[config.mk]
export PLATFORM = sky130hd
export DESIGN_NAME = fpga_pll_rst_ctrl
export DESIGN_NICKNAME = d
export VERILOG_FILES = /design/src/rtl/fpga_pll_rst_ctrl.sv
export SDC_FILE = /design/constraint.sdc
export NUM_CORES = 1
export LEC_CHECK = 0
export ABC_AREA = 1
export CORE_MARGIN = 2
export CORE_UTILIZATION = 35
export DETAILED_ROUTE_END_ITERATION = 16
export GPL_TIMING_DRIVEN = 0
export REMOVE_ABC_BUFFERS = 1
export SLEW_MARGIN = 40
export SYNTH_ARGS = -nofsm -noshare
export SYNTH_HDL_FRONTEND = slang
export SYNTH_SLANG_ARGS = --single-unit
[constraint.sdc]
create_clock -name clk -period 2.2 [get_ports clk]
set_input_delay 0.22 -clock clk [delete_from_list [all_inputs] [get_ports clk]]
set_output_delay 0.22 -clock clk [all_outputs]
set_load 0.02 [all_outputs]
[src/rtl/fpga_pll_rst_ctrl.sv]
// PLL reset / lock supervisor: pulses the PLL reset, waits for a stable lock, then
// releases the system reset request; retries on lock timeout and latches lock loss.
module fpga_pll_rst_ctrl #(
    parameter int SYNC_STAGES      = 2,
    parameter int PLL_RST_CYC      = 16,
    parameter int LOCK_TIMEOUT_CYC = 200000,
    parameter int STABLE_CYC       = 1024,
    parameter int MAX_RETRY        = 8
) (
    input  logic       clk,
    input  logic       rst_n,
    input  logic       pll_locked,
    input  logic       status_clr,
    output logic       pll_rst_n,
    output logic       sys_rst_n,
    output logic       lock_lost,
    output logic       fail,
    output logic [7:0] retry_cnt
);

    localparam int CNT_MAX_A = (PLL_RST_CYC > LOCK_TIMEOUT_CYC) ? PLL_RST_CYC : LOCK_TIMEOUT_CYC;
    localparam int CNT_MAX   = (CNT_MAX_A > STABLE_CYC) ? CNT_MAX_A : STABLE_CYC;
    localparam int CNT_W     = (CNT_MAX > 1) ? $clog2(CNT_MAX) : 1;

    localparam logic [CNT_W-1:0] RST_LAST = CNT_W'(PLL_RST_CYC - 1);
    localparam logic [CNT_W-1:0] TO_LAST  = CNT_W'(LOCK_TIMEOUT_CYC - 1);
    localparam logic [CNT_W-1:0] STB_LAST = CNT_W'(STABLE_CYC - 1);
    localparam logic [CNT_W-1:0] CNT_ONE  = CNT_W'(1);

    localparam logic [2:0] ST_PLL_RST   = 3'd0;
    localparam logic [2:0] ST_WAIT_LOCK = 3'd1;
    localparam logic [2:0] ST_STABLE    = 3'd2;
    localparam logic [2:0] ST_RUN       = 3'd3;
    localparam logic [2:0] ST_FAIL      = 3'd4;

    logic [SYNC_STAGES-1:0] locked_sync;
    logic                   locked_s;
    logic [2:0]             state;
    logic [2:0]             state_nxt;
    logic [CNT_W-1:0]       cnt;
    logic [CNT_W-1:0]       cnt_nxt;
    logic [7:0]             retry_nxt;
    logic                   lost_set;

    function automatic logic [7:0] sat_inc8(input logic [7:0] v);
        return (v == 8'hFF) ? v : v + 8'd1;
    endfunction

    // Stage: pll_locked synchronizer into the clk domain
    always_ff @(posedge clk or negedge rst_n) begin
        if (!rst_n) begin
            locked_sync <= '0;
        end else begin
            locked_sync <= {locked_sync[SYNC_STAGES-2:0], pll_locked};
        end
    end

    assign locked_s = locked_sync[SYNC_STAGES-1];

    // Stage: sequencing decision. The WAIT_LOCK cycle that first sees lock already counts
    // as stable cycle one, so STABLE is entered with cnt=1.
    always_comb begin
        state_nxt = state;
        cnt_nxt   = cnt + 1'b1;
        retry_nxt = retry_cnt;
        lost_set  = 1'b0;
        case (state)
            ST_PLL_RST: begin
                if (cnt == RST_LAST) begin
                    state_nxt = ST_WAIT_LOCK;
                    cnt_nxt   = '0;
                end
            end
            ST_WAIT_LOCK: begin
                if (locked_s) begin
                    state_nxt = (STABLE_CYC <= 1) ? ST_RUN : ST_STABLE;
                    cnt_nxt   = (STABLE_CYC <= 1) ? '0 : CNT_ONE;
                end else if (cnt == TO_LAST) begin
                    cnt_nxt = '0;
                    if ((MAX_RETRY != 0) && (32'(retry_cnt) == MAX_RETRY)) begin
                        state_nxt = ST_FAIL;
                    end else begin
                        state_nxt = ST_PLL_RST;
                        retry_nxt = sat_inc8(retry_cnt);
                    end
                end
            end
            ST_STABLE: begin
                if (!locked_s) begin
                    state_nxt = ST_WAIT_LOCK;
                    cnt_nxt   = '0;
                end else if (cnt == STB_LAST) begin
                    state_nxt = ST_RUN;
                    cnt_nxt   = '0;
                end
            end
            ST_RUN: begin
                cnt_nxt = '0;
                if (!locked_s) begin
                    state_nxt = ST_WAIT_LOCK;
                    lost_set  = 1'b1;
                end
            end
            ST_FAIL: begin
                cnt_nxt = '0;
            end
            default: begin
                state_nxt = ST_PLL_RST;
                cnt_nxt   = '0;
            end
        endcase
    end

    // Stage: state and registered outputs, all decoded from the next state
    always_ff @(posedge clk or negedge rst_n) begin
        if (!rst_n) begin
            state     <= ST_PLL_RST;
            cnt       <= '0;
            retry_cnt <= '0;
            pll_rst_n <= 1'b0;
            sys_rst_n <= 1'b0;
            fail      <= 1'b0;
            lock_lost <= 1'b0;
        end else begin
            state     <= state_nxt;
            cnt       <= cnt_nxt;
            retry_cnt <= retry_nxt;
            pll_rst_n <= (state_nxt != ST_PLL_RST);
            sys_rst_n <= (state_nxt == ST_RUN);
            fail      <= (state_nxt == ST_FAIL);
            if (lost_set) begin
                lock_lost <= 1'b1;
            end else if (status_clr) begin
                lock_lost <= 1'b0;
            end
        end
    end

endmodule
==> impl_metrics.prom <==
# TYPE chip_impl_metric gauge
chip_impl_info{name="run_status",value="finished, final reports clean"} 1
chip_impl_metric{name="internal_power",unit="mW"} 1.335
chip_impl_metric{name="postCtsResizedCells",unit=""} 0
chip_impl_metric{name="timing.critical_path.arrival",unit="ps"} 2000
chip_impl_metric{name="worst_voltage_drop_across_the_vdd_grid",unit="mV"} 0.4162
chip_impl_info{name="synthTopCellsByArea",value="sky130_fd_sc_hd__dfrtp_1 41%, sky130_fd_sc_hd__nand2_1 12%, sky130_fd_sc_hd__inv_1 6.5%"} 1
chip_impl_metric{name="power_density",unit="nW/um2"} 779.9
chip_impl_metric{name="finalWeightedCongestion",unit=""} 0.8255
chip_impl_metric{name="ys_seq_elements",unit=""} 35
chip_impl_metric{name="net-switching-power",unit="mW"} 0.6533
chip_impl_metric{name="post-route-drc-count",unit=""} 0
chip_impl_metric{name="post-route-period-util",unit="%"} 82.81
chip_impl_metric{name="drt.antenna.violating_nets",unit=""} 0
chip_impl_metric{name="slew_violations",unit=""} 0
chip_impl_metric{name="globalRouteMet2Util",unit="%"} 23.63
chip_impl_metric{name="dp.final_hpwl",unit="mm"} 3.346
chip_impl_metric{name="static_leakage_power",unit="nW"} 1.268
chip_impl_metric{name="grt_antenna_before_repair",unit=""} 0
chip_impl_metric{name="place_ws",unit="ps"} 377.1
chip_impl_metric{name="met1_track_demand_over_resource_in_global_routing",unit="%"} 20.65
chip_impl_metric{name="diodes",unit=""} 0
chip_impl_metric{name="power.share.combinational",unit="%"} 24.7
chip_impl_metric{name="crit_fanout",unit=""} 10
chip_impl_metric{name="routed_wire_length",unit="mm"} 4.307
chip_impl_info{name="grt_busiest_layer",value="met2"} 1
chip_impl_metric{name="number_of_i_o_port_buffers",unit=""} 15
chip_impl_metric{name="via_per_inst",unit=""} 4.737
chip_impl_metric{name="initial_core_util",unit="%"} 36.18
chip_impl_metric{name="global_route_wire_length_before_repair",unit="mm"} 7.769
chip_impl_metric{name="worst_slack",unit="ps"} 378.1
chip_impl_metric{name="syn_avg_cell_area",unit="um2"} 7.846
chip_impl_metric{name="fin_setup_tns",unit="ps"} 0
chip_impl_metric{name="grt.overflow.total",unit=""} 0
chip_impl_metric{name="cts-buffers-inserted",unit=""} 5
chip_impl_metric{name="synth.distinct_cells",unit=""} 32
chip_impl_metric{name="sequential_share_of_the_synthesized_area",unit="%"} 40.89
chip_impl_metric{name="detailroute.via_count",unit=""} 1762
chip_impl_metric{name="globalRouteTotalUtil",unit="%"} 15.17
chip_impl_metric{name="power.share.clock",unit="%"} 35.2
chip_impl_metric{name="setup_violations",unit=""} 0
chip_impl_metric{name="cts.clk_slew.worst_paths",unit="ps"} 80
chip_impl_metric{name="hold_viol",unit=""} 0
chip_impl_metric{name="area_delta_synth_final",unit="%"} 19.04
chip_impl_info{name="hold_path_class",value="flop to flop"} 1
chip_impl_metric{name="number_of_enable_flip_flop_cells_after_synthesis",unit=""} 0
chip_impl_metric{name="layout.nets",unit=""} 303
chip_impl_metric{name="met3_grt_util",unit="%"} 3.261
chip_impl_metric{name="row_count",unit=""} 28
chip_impl_metric{name="clk-insertion-delay-late",unit="ps"} 290
chip_impl_info{name="cts_tree",value="built"} 1
chip_impl_metric{name="worst_pin_slew",unit="ps"} 386.1
chip_impl_metric{name="mappedNetlistArea",unit="um2"} 2142
chip_impl_metric{name="synthArstFlopShare",unit="%"} 100.0
chip_impl_info{name="critical_path.startpoint_type",value="flop"} 1
chip_impl_info{name="clock-root-buffer",value="sky130_fd_sc_hd__clkbuf_8"} 1
chip_impl_metric{name="wl_per_cell",unit="um"} 11.58
chip_impl_metric{name="timing.critical_path.required",unit="ps"} 2380
chip_impl_metric{name="hold-worst-slack",unit="ps"} 352.5
chip_impl_info{name="layout_commonest_cell",value="sky130_fd_sc_hd__nand2_1"} 1
chip_impl_metric{name="fp.coreArea",unit="um2"} 5921
chip_impl_metric{name="cts-root-to-sink-buffers",unit=""} 2
chip_impl_info{name="worstSetupPathType",value="flop to flop"} 1
chip_impl_metric{name="floorplan.io_pins",unit=""} 16
chip_impl_metric{name="number_of_global_route_vias_before_repair",unit=""} 1654
chip_impl_metric{name="post_cts_buffers",unit=""} 0
chip_impl_metric{name="drt_pre_antenna_iters",unit=""} 4
chip_impl_metric{name="htree_num_levels",unit=""} 2
chip_impl_metric{name="fmaxAchievable",unit="MHz"} 548.9
chip_impl_metric{name="seq_power_share",unit="%"} 40.0
chip_impl_metric{name="postSynthCellCount",unit=""} 273
chip_impl_info{name="netlist.top_cell.by_area",value="sky130_fd_sc_hd__dfrtp_1"} 1
chip_impl_metric{name="floorplan.die_area",unit="um2"} 6762
chip_impl_metric{name="power.total",unit="mW"} 1.989
chip_impl_metric{name="die_x_extent",unit="um"} 82.23
chip_impl_metric{name="holdBufCountCts",unit=""} 1
chip_impl_metric{name="yosysWarnings",unit=""} 0
chip_impl_metric{name="drive_gt1_share",unit="%"} 13.13
chip_impl_metric{name="skew",unit="ps"} 7.100
chip_impl_metric{name="max_cap_violations",unit=""} 0
chip_impl_metric{name="slew_headroom",unit="%"} 74.26
chip_impl_metric{name="dr.first_iter.drc_count",unit=""} 92
chip_impl_metric{name="cts_num_sinks",unit=""} 35
chip_impl_info{name="top_reg_cell_synth",value="sky130_fd_sc_hd__dfrtp_1"} 1
chip_impl_metric{name="post-synth-top-area-fraction",unit="%"} 40.89
chip_impl_metric{name="fin_crit",unit="ps"} 1822
chip_impl_metric{name="grt_max_degree",unit=""} 22
chip_impl_info{name="worst_setup_path_end_kind",value="flop"} 1
chip_impl_info{name="layout.cells.most_common_list",value="66 x sky130_fd_sc_hd__nand2_1, 37 x sky130_fd_sc_hd__inv_1, 35 x sky130_fd_sc_hd__dfrtp_1"} 1
chip_impl_metric{name="dieHeight",unit="um"} 82.23
chip_impl_metric{name="p_sw_share",unit="%"} 32.85
chip_impl_info{name="rsz0062_at_grt",value="no"} 1
-- power by group through the flow --
stage / logic (mW) / registers [mW] / clock network, mW
after floorplan: 0.361 / 0.796 / 0
after global placement: 0.490 / 0.807 / 0
after detailed placement: 0.504 / 0.807 / 0
after CTS: 0.503 / 0.797 / 0.719
after global routing: 0.561 / 0.808 / 0.749
final: 0.492 / 0.796 / 0.701
-- area by class of cell --
cell class              instances  area (um2)
flip-flops and latches         35       875.8
repair buffers                 17       182.7
well taps                      75       93.84
clock inverters                 3       67.56
inverters                      41       156.4
multi-input cells             196        1105
fillers                       589        3371
clock buffers                   5       68.82
-- sequential cells by signal, summed over array words and instances, names as in the netlist --
signal       count
retry_cnt        8
sys_rst_n        1
state            3
fail             1
cnt             18
lock_lost        1
locked_sync      2
pll_rst_n        1
-- critical path, cell delays in order (launching register included) --
cell and delay [ps]:
sky130_fd_sc_hd__dfrtp_1 510, sky130_fd_sc_hd__ha_1 310, sky130_fd_sc_hd__nand3_4 160, sky130_fd_sc_hd__nor2_2 130, sky130_fd_sc_hd__nand3_2 110, sky130_fd_sc_hd__nand2_4 160
sky130_fd_sc_hd__nand3_4 160, sky130_fd_sc_hd__and2_1 170
-- cells by family (layout without fill, tap and decap cells) --
logic type	after synthesis	count (layout)	share of synthesized area [%]
adders and majority gates	3	3	1.753
buffers and inverters	42	66	7.535
AOI/OAI and AO/OA	18	18	4.673
DFF	35	35	40.89
and+or+nand+nor	163	163	40.25
xor gates and xnor gates	12	12	4.907
-- metal layers --
| layer | vias to the layer above | wire, um |
|---|---|---|
| li1 | 918 | - |
| met1 | 801 | 1992 |
| met2 | 38 | 2032 |
| met3 | 5 | 221 |
| met4 | 0 | 62 |
| met5 | - | 0 |
-- Yosys cell counts, types with 2 or more instances --
library cell               count
sky130_fd_sc_hd__nand2_1      66
sky130_fd_sc_hd__inv_1        37
sky130_fd_sc_hd__dfrtp_1      35
sky130_fd_sc_hd__nor2_1       34
sky130_fd_sc_hd__nand3_1      17
sky130_fd_sc_hd__nand4_1      11
sky130_fd_sc_hd__a21oi_1       9
sky130_fd_sc_hd__xor2_1        9
sky130_fd_sc_hd__nor3_1        7
sky130_fd_sc_hd__nand3_2       5
sky130_fd_sc_hd__nand2_2       4
sky130_fd_sc_hd__nor2_2        4
sky130_fd_sc_hd__ha_1          3
sky130_fd_sc_hd__nand3_4       3
sky130_fd_sc_hd__o21ai_0       3
sky130_fd_sc_hd__xnor2_1       3
sky130_fd_sc_hd__and2_1        2
sky130_fd_sc_hd__clkinv_2      2
sky130_fd_sc_hd__inv_2         2
sky130_fd_sc_hd__nand2_4       2
sky130_fd_sc_hd__nand3b_1      2
sky130_fd_sc_hd__nor2_8        2
sky130_fd_sc_hd__o21ai_1       2
-- metrics by stage --
step	std cells	cell area [um2]	util [%]
2_1_floorplan	272	2137	-
3_3_place_gp	362	2381	40.22
3_5_place_dp	363	2404	40.60
4_1_cts	372	2550	43.07
5_1_grt	372	2550	43.07
6_report	372	2550	43.07
-- path summary, 6_finish.rpt --
check | depth (start not counted) | start | to | slack (ps)
max | 7 | cnt[0] | cnt[1] | 380
min | 0 | locked_sync[0] | locked_sync[1] | 350
max reg2reg | 7 | cnt[0] | cnt[1] | 380
min reg2reg | 0 | locked_sync[0] | locked_sync[1] | 350
max in group asynchronous | 3 | rst_n | retry_cnt[5] | 1400
min in group asynchronous | 2 | rst_n | cnt[13] | 380
Power figures use the tool's default switching activity.
